==> config.mk <==
export PLATFORM = sky130hd
export DESIGN_NAME = mac_seq_ctrl
export DESIGN_NICKNAME = d
export VERILOG_FILES = /design/src/rtl/mac_seq_pkg.sv /design/src/rtl/mac_seq_issue.sv /design/src/rtl/mac_seq_ctrl.sv
export SDC_FILE = /design/constraint.sdc
export NUM_CORES = 1
export LEC_CHECK = 0
export BUFFER_PORTS_ARGS = -buffer_cell sky130_fd_sc_hd__buf_4
export CORE_AREA = 10 10 128 101
export DETAILED_ROUTE_END_ITERATION = 6
export DIE_AREA = 0 0 138 111
export GPL_ROUTABILITY_DRIVEN = 1
export GPL_TIMING_DRIVEN = 0
export PLACE_DENSITY = 0.65
export SYNTH_ARGS = -nofsm -noshare
export SYNTH_HDL_FRONTEND = slang
export SYNTH_SLANG_ARGS = --single-unit
==> constraint.sdc <==
create_clock -name hclk -period 3.1 [get_ports hclk]
set_input_delay 0.31 -clock hclk [delete_from_list [all_inputs] [get_ports hclk]]
set_output_delay 0.31 -clock hclk [all_outputs]
set_load 0.02 [all_outputs]
==> src/rtl/mac_seq_pkg.sv <==
// Shared constants for the dot-product sequencer: default widths and FSM state encoding.
package mac_seq_pkg;

   localparam int DEF_ADDR_W  = 10;
   localparam int DEF_DATA_W  = 32;
   localparam int DEF_LEN_W   = 11;
   localparam int DEF_MAC_LAT = 1;

   typedef logic [2:0] state_t;

   localparam state_t ST_IDLE    = 3'd0;
   localparam state_t ST_CLEAR   = 3'd1;
   localparam state_t ST_ISSUE   = 3'd2;
   localparam state_t ST_DRAIN   = 3'd3;
   localparam state_t ST_CAPTURE = 3'd4;

endpackage

==> src/rtl/mac_seq_issue.sv <==
// Operand issue path: address and remaining-count counters plus the one-stage read-to-valid pipeline.
module mac_seq_issue
   import mac_seq_pkg::*;
#(
   parameter int ADDR_W = DEF_ADDR_W,
   parameter int DATA_W = DEF_DATA_W,
   parameter int LEN_W  = DEF_LEN_W
) (
   input  logic              hclk,
   input  logic              rst,
   input  logic              load,
   input  logic              en,
   input  logic [ADDR_W-1:0] base_a,
   input  logic [ADDR_W-1:0] base_b,
   input  logic [LEN_W-1:0]  len,
   input  logic [DATA_W-1:0] mem_a_rdata,
   input  logic [DATA_W-1:0] mem_b_rdata,
   output logic              mem_a_re,
   output logic [ADDR_W-1:0] mem_a_addr,
   output logic              mem_b_re,
   output logic [ADDR_W-1:0] mem_b_addr,
   output logic              last,
   output logic              empty,
   output logic [DATA_W-1:0] mac_data_a,
   output logic [DATA_W-1:0] mac_data_b,
   output logic              mac_a_valid,
   output logic              mac_b_valid
);

   logic [ADDR_W-1:0] addr_a_q, addr_a_d;
   logic [ADDR_W-1:0] addr_b_q, addr_b_d;
   logic [LEN_W-1:0]  rem_q, rem_d;
   logic              vld_q, vld_d;

   always_comb begin
      addr_a_d = addr_a_q;
      addr_b_d = addr_b_q;
      rem_d    = rem_q;
      if (load) begin
         addr_a_d = base_a;
         addr_b_d = base_b;
         rem_d    = len;
      end else if (en) begin
         addr_a_d = addr_a_q + ADDR_W'(1);
         addr_b_d = addr_b_q + ADDR_W'(1);
         rem_d    = rem_q - LEN_W'(1);
      end
      // en is already masked by abort upstream, so an abort also empties the pipeline
      vld_d = en;
   end

   always_ff @(posedge hclk) begin
      if (rst) begin
         addr_a_q <= '0;
         addr_b_q <= '0;
         rem_q    <= '0;
         vld_q    <= 1'b0;
      end else begin
         addr_a_q <= addr_a_d;
         addr_b_q <= addr_b_d;
         rem_q    <= rem_d;
         vld_q    <= vld_d;
      end
   end

   assign mem_a_re    = en;
   assign mem_b_re    = en;
   assign mem_a_addr  = addr_a_q;
   assign mem_b_addr  = addr_b_q;
   assign last        = (rem_q == LEN_W'(1));
   assign empty       = (rem_q == '0);
   // read data is registered inside the memories; gate so idle operands read as zero
   assign mac_data_a  = vld_q ? mem_a_rdata : '0;
   assign mac_data_b  = vld_q ? mem_b_rdata : '0;
   assign mac_a_valid = vld_q;
   assign mac_b_valid = vld_q;

endmodule

==> src/rtl/mac_seq_ctrl.sv <==
// Dot-product sequencer: one start streams len operand pairs into the MAC and captures the sum.
// Optional MAC_SEQ_CYCLE_CNT_EN adds a saturating busy-cycle counter output.
//
// state   | meaning
// IDLE    | waiting for start
// CLEAR   | clear accumulator and ovf, decide issue or drain
// ISSUE   | one read pair per cycle, base+i for i = 0..len-1
// DRAIN   | last pair in flight plus MAC_LAT settle cycles (down-counter)
// CAPTURE | latch mac_data_out into result, pulse done
module mac_seq_ctrl
   import mac_seq_pkg::*;
#(
   parameter int ADDR_W  = DEF_ADDR_W,
   parameter int DATA_W  = DEF_DATA_W,
   parameter int LEN_W   = DEF_LEN_W,
   parameter int MAC_LAT = DEF_MAC_LAT
) (
   input  logic              hclk,
   input  logic              rst,
   input  logic              start,
   input  logic              abort,
   input  logic [ADDR_W-1:0] base_a,
   input  logic [ADDR_W-1:0] base_b,
   input  logic [LEN_W-1:0]  len,
   output logic              busy,
   output logic              done,
   output logic [DATA_W-1:0] result,
   output logic              ovf,
   output logic              mem_a_re,
   output logic [ADDR_W-1:0] mem_a_addr,
   input  logic [DATA_W-1:0] mem_a_rdata,
   output logic              mem_b_re,
   output logic [ADDR_W-1:0] mem_b_addr,
   input  logic [DATA_W-1:0] mem_b_rdata,
   output logic [DATA_W-1:0] mac_data_a,
   output logic [DATA_W-1:0] mac_data_b,
   output logic              mac_a_valid,
   output logic              mac_b_valid,
   output logic              mac_clear,
   input  logic [DATA_W-1:0] mac_data_out,
   input  logic              mac_overflow
`ifdef MAC_SEQ_CYCLE_CNT_EN
  ,output logic [31:0]       cycle_cnt
`endif
);

   localparam int DRAIN_W = $clog2(MAC_LAT + 1) + 1;

   state_t              state_q, state_d;
   logic [DRAIN_W-1:0]  drain_q, drain_d;
   logic [DATA_W-1:0]   result_q, result_d;
   logic                ovf_q, ovf_d;
   logic                load;
   logic                issue_en;
   logic                last;
   logic                empty;

   always_comb begin
      state_d  = state_q;
      drain_d  = drain_q;
      result_d = result_q;
      ovf_d    = ovf_q;
      load     = 1'b0;
      issue_en = 1'b0;
      case (state_q)
         ST_IDLE: begin
            if (start && !abort) begin
               load    = 1'b1;
               state_d = ST_CLEAR;
            end
         end
         ST_CLEAR: begin
            ovf_d = 1'b0;
            // len=0 still passes through DRAIN so done latency stays len+3+MAC_LAT
            if (empty) begin
               state_d = ST_DRAIN;
               drain_d = DRAIN_W'(MAC_LAT);
            end else begin
               state_d = ST_ISSUE;
            end
         end
         ST_ISSUE: begin
            ovf_d    = ovf_q | mac_overflow;
            issue_en = 1'b1;
            if (last) begin
               state_d = ST_DRAIN;
               drain_d = DRAIN_W'(MAC_LAT);
            end
         end
         ST_DRAIN: begin
            ovf_d = ovf_q | mac_overflow;
            if (drain_q == '0) state_d = ST_CAPTURE;
            else               drain_d = drain_q - DRAIN_W'(1);
         end
         ST_CAPTURE: begin
            ovf_d    = ovf_q | mac_overflow;
            result_d = mac_data_out;
            state_d  = ST_IDLE;
         end
         default: state_d = ST_IDLE;
      endcase
      if (abort && state_q != ST_IDLE && state_q != ST_CAPTURE) begin
         state_d  = ST_IDLE;
         issue_en = 1'b0;
      end
   end

   always_ff @(posedge hclk) begin
      if (rst) begin
         state_q  <= ST_IDLE;
         drain_q  <= '0;
         result_q <= '0;
         ovf_q    <= 1'b0;
      end else begin
         state_q  <= state_d;
         drain_q  <= drain_d;
         result_q <= result_d;
         ovf_q    <= ovf_d;
      end
   end

   assign busy      = (state_q != ST_IDLE);
   assign done      = (state_q == ST_CAPTURE);
   assign mac_clear = (state_q == ST_CLEAR);
   assign result    = result_q;
   assign ovf       = ovf_q;

   mac_seq_issue #(
      .ADDR_W (ADDR_W),
      .DATA_W (DATA_W),
      .LEN_W  (LEN_W)
   ) u_issue (
      .hclk        (hclk),
      .rst         (rst),
      .load        (load),
      .en          (issue_en),
      .base_a      (base_a),
      .base_b      (base_b),
      .len         (len),
      .mem_a_rdata (mem_a_rdata),
      .mem_b_rdata (mem_b_rdata),
      .mem_a_re    (mem_a_re),
      .mem_a_addr  (mem_a_addr),
      .mem_b_re    (mem_b_re),
      .mem_b_addr  (mem_b_addr),
      .last        (last),
      .empty       (empty),
      .mac_data_a  (mac_data_a),
      .mac_data_b  (mac_data_b),
      .mac_a_valid (mac_a_valid),
      .mac_b_valid (mac_b_valid)
   );

`ifdef MAC_SEQ_CYCLE_CNT_EN
   logic [31:0] cyc_q, cyc_d;

   always_comb begin
      cyc_d = cyc_q;
      if (load)                       cyc_d = '0;
      else if (busy && cyc_q != '1)   cyc_d = cyc_q + 32'd1;
   end

   always_ff @(posedge hclk) begin
      if (rst) cyc_q <= '0;
      else     cyc_q <= cyc_d;
   end

   assign cycle_cnt = cyc_q;
`endif

endmodule
======== Word-level counts from Yosys, hierarchy flattened ========
Index checks and enable logic that the tools add are counted.
Widths: inputs -> output; s select.
storage, ports and cells
  register bits after elaboration ......... 70
  output and inout bits ................... 124
  logic and storage cells ................. 61
operators by class
  add/sub/neg operators ................... 4
  equality and inequality tests ........... 11
  muxes and demuxes ....................... 22
  bitwise logic cells ..................... 1
  reductions and logical operators ........ 15
operator list
  kind                   number
  $mux 32                2
  $mux 10                4
  $mux 11                2
  $add 10x1->10 const B  2
  $pmux 3 s4             1
  $eq 11x1->1 const B    1
  $logic_not 11->1       1
  $sub 11x1->11 const B  1
  $mux 3                 3
  $ne 2x2->1 const B     4
  $eq 3x2->1 const B     2
  $mux 2                 3
  $pmux 2 s3             1
  $reduce_bool 3->1      2
  $mux 1                 5
  $reduce_and 4->1       1
  $reduce_bool 2->1      2
  $eq 3x1->1 const B     1
  $eq 3x3->1 const B     1
  $logic_and 1x1->1      3
  $logic_not 3->1        1
  $ne 3x3->1 const B     1
  $reduce_and 3->1       1
  $reduce_or 3->1        1
  7 further kinds        7

======== Depth between registers and ports, before layout ========
  depth in word-level cells ............... 6
  mapped depth ............................ 8
  gate-level depth less buffers ........... 6

======== Modules after synthesis ========
From an unflattened synthesis, not the netlist that was laid out.
unflattened totals
  cells, all modules ...................... 467
  area, all modules ....................... 3,651.0 sq um
modules (own cells, without submodules)
  module         instances  cells each  area an instance (sq um)
  mac_seq_issue  1          285         2,173.3
  mac_seq_ctrl   1          182         1,477.7

======== Worst setup path before layout ========
OpenSTA, ideal clock, no wires.
  path type ............................... register -> output
  start point ............................. register state_q[2]
  end point ............................... output done
  arrival time ............................ 1.596 ns
  required time ........................... 2.790 ns
  path slack .............................. 1.194 ns
  stages on the path, launching flop included .. 7
  buffers on the path ..................... 3
  path through ............................ dfxtp_1 clkbuf_1 inv_1 or3_1 clkbuf_1 inv_1 buf_1
between the ends
  cells in the longest elaborated chain, start to end .. 1
RTL lines
  item                    RTL line             RTL
  from (decl)             mac_seq_ctrl.sv:49   state_t state_q, state_d;
  from (signal assigned)  mac_seq_ctrl.sv:115  state_q <= state_d;
  $eq 3x3->1              mac_seq_ctrl.sv:123  assign done = (state_q == ST_CAPTURE);
  to (decl)               mac_seq_ctrl.sv:26   output logic done,
No other way between the ends.

======== Worst setup path after layout ========
Ends and elaborated chain as after synthesis.

==> summary.md <==
| Metric | Value |
|---|---|
| Status | `finished, final reports clean` |
| Area Growth Syn to Fin | `67.3%` |
| Die area | `15300 um2` |
| Count of flip-flops with a built-in enable after synthesis | `0` |
| Total congestion overflow | `0` |
| Root Driver | `clkbuf_16` |
| Worst EP required | `2.79 ns` |
| Synth cell types | `49` |
| Initial DRT Pass Iterations | `4` |
| DR vias | `4158` |
| Worst R2R Start | `state_q[2]` |
| CP max FO | `10` |
| Post-synth net total | `592` |
| Port Buf Inserts | `254` |
| Share of cells above drive strength 1 | `0.389` |
| Pin count of the biggest net entering global routing | `14` |
| Final Skew | `0.0106 ns` |
| Cell Area, Synth | `3550 um2` |
| Hold WC Path Type | `in -> reg` |
| Setup crit end | `done` |
| Top-area cell type share of the netlist area | `0.394` |
| Vias in the first global route | `4122` |
| Post-cts sizing count | `0` |
| Endpoints failing hold | `0` |
| CP endpoint kind | `primary output` |
| Slew at the pin closest to its max-slew limit | `0.662 ns` |
| Core area | `10600 um2` |
| Drt via density | `4.78` |
| CP startpoint | `state_q[2]` |
| GRT Total Usage | `0.215` |
| Avg Inst Size Synth | `7.81 um2` |
| WL per Instance | `19.9 um` |
| Top post-synthesis cells by area | `dfxtp_1 (39%), and2_1 (12%), nand2_1 (8.3%)` |
| Initial antenna violation count | `4` |
| Initial Util | `0.336` |
| # hold bufs at CTS | `0` |
| Max-slew violations | `0` |
| FFs w/ async S/R, synth | `0` |
| Post-CTS setup repair buffer count | `0` |
| CTS tree | `done` |
| Final setup viols | `0` |
| Clock slew at the register clock pins of the worst setup and hold paths | `0.06 ns` |
| DP HPWL | `14700 um` |
| R2r setup slk | `0.93 ns` |
| Leak pwr | `2.72 nW` |
| H-tree levels | `3` |
| Crit Path Class | `reg -> out` |
| Hold WS | `0.232 ns` |
| Post-Syn Instances | `455` |
| First-iteration detailed-routing DRC count | `185` |
| Total Wirelength | `17300 um` |
| PD cells | `395 nW/um2` |
| Yosys Warn Count | `0` |
| Slew HR | `0.554` |
| CTS buffer count | `9` |
| VDD IR max | `300 uV` |
| RePlAce Congestion | `1.03` |
| Tcrit/Tclk final | `0.858` |
| Layout fillers | `1044` |
| Worst Reg-to-Reg Cells | `8` |
| CP arrival | `2.35 ns` |
| CP peak stage delay | `0.37 ns` |
| #FFs+latches synth | `70` |
| Cell taking the most area after synthesis | `dfxtp_1` |
| Num ports | `256` |
| Worst setup SP type | `flop` |
| Register area share after synthesis | `0.394` |
| Count leader, synth | `nand2_1` |
| Max frequency | `0.376 GHz` |
| Clk_lat worst skew | `0.33 ns` |
| Sink Count | `70` |
| CP Cell Sequence | `clkbuf_1, inv_1, or3_1, clkbuf_1, inv_1, buf_1, buf_4` |
| DRC errors left | `0` |
| Fin nets | `857` |
| Setup TNS | `0 ns` |
| Commonest cells in the netlist | `nand2_1 (79), and2_1 (70), dfxtp_1 (70)` |
| FP Rows | `33` |
| Die W | `138 um` |
| Final worst path period need | `2.66 ns` |
| CTS Buffer Depth | `2` |
| Max Cap Violations | `0` |
| Slowest-stage cell, CP | `buf_1` |
| Die Span Y | `111 um` |
| Primary FF master, synth | `dfxtp_1` |
| R2R Path End | `result[19]` |
| Detail Route Antenna Nets | `0` |
| RSZ-0062 raised after global routing | `false` |
| First-pass GRT wire length | `26000 um` |
[through the flow]
step                cell area [um2]   util  total power, mW  worst slack (ns)  instances
floorplan                      3550      -             1.13              1.19        455
global placement               5640  0.533             1.33             0.775        849
detailed placement             5640  0.533             1.34             0.775        849
CTS                            5930  0.561             2.37             0.420        865
global route                   5940  0.562             2.45             0.248        868
finish                         5940  0.562             2.35             0.441        869
[kinds of logic (layout without fill, tap and decap cells)]
kind of cell,Yosys count,in the layout,synth area share
xor+xnor,14,14,0.0345
fa+ha+maj,5,5,0.0176
buf+inv,47,317,0.0556
other cells,0,4,0
simple gates,231,231,0.331
flops,70,70,0.394
compound gates,88,88,0.167
[power by group]
group | total, mW | internal, mW | switching (mW)
Combinational | 0.351 | 0.190 | 0.162
Clock | 1.03 | 0.628 | 0.397
Sequential | 0.968 | 0.933 | 0.0355
Total | 2.35 | 1.75 | 0.594
[cell type report]
type | instances | area [um2] | share of cell area
Tap cell | 140 | 175 | 0.0295
Clock inverter | 6 | 70.1 | 0.0118
Inverter | 11 | 46.3 | 0.00779
Clock buffer | 10 | 229 | 0.0385
Sequential cell | 70 | 1400 | 0.236
Multi-Input combinational cell | 338 | 1950 | 0.329
Buffer | 36 | 151 | 0.0255
Antenna cell | 4 | 10.0 | 0.00168
Timing Repair Buffer | 254 | 1910 | 0.321
[worst min path at each step]
stage | start | slack [ns] | to | cells past startpoint
floorplan | mac_data_out[22] | 0.45 | result[22] | 2
global placement | result[1] | 0.44 | result[1] | 2
detailed placement | result[20] | 0.45 | result[20] | 2
CTS | mac_data_out[0] | 0.22 | result[0] | 3
global route | mac_data_out[29] | 0.23 | result[29] | 3
finish | mac_data_out[27] | 0.23 | result[27] | 3
[worst max-delay path: cells and delay by family (launching register included)]
kind	cells	cell delay, ns
buffers and inverters	6	1.38
flip-flops	1	0.32
AND/OR/NAND/NOR	1	0.32
[metal layers]
| metal | vias to the layer above | GRT usage | share of wire |
|---|---|---|---|
| met5 | - | 0 | 0.00075 |
| met4 | 2 | 0.0631 | 0.021 |
| met3 | 16 | 0.0771 | 0.088 |
| met2 | 170 | 0.381 | 0.52 |
| met1 | 1882 | 0.234 | 0.38 |
| li1 | 2088 | - | - |
[state kept, by name (all words and copies together), names as in the netlist]
register,flops
state_q,3
u_issue.mem_a_addr,10
u_issue.mem_b_addr,10
u_issue.rem_q,11
ovf,1
result,32
drain_q,2
u_issue.mac_a_valid,1
[cells in the final DEF (no fill, tap or decap), types with 7 or more instances in the layout]
| cell | count |
|---|---|
| a211oi_1 | 16 |
| clkbuf_1 | 28 |
| buf_4 | 257 |
| inv_1 | 10 |
| a21oi_1 | 37 |
| nand2_1 | 79 |
| nand3_1 | 7 |
| and2_1 | 70 |
| nor2_1 | 36 |
| xor2_1 | 14 |
| clkbuf_16 | 9 |
| a311oi_1 | 11 |
| nand4_1 | 8 |
| dfxtp_1 | 70 |
No activity file was read; power rests on OpenSTA's default activity.
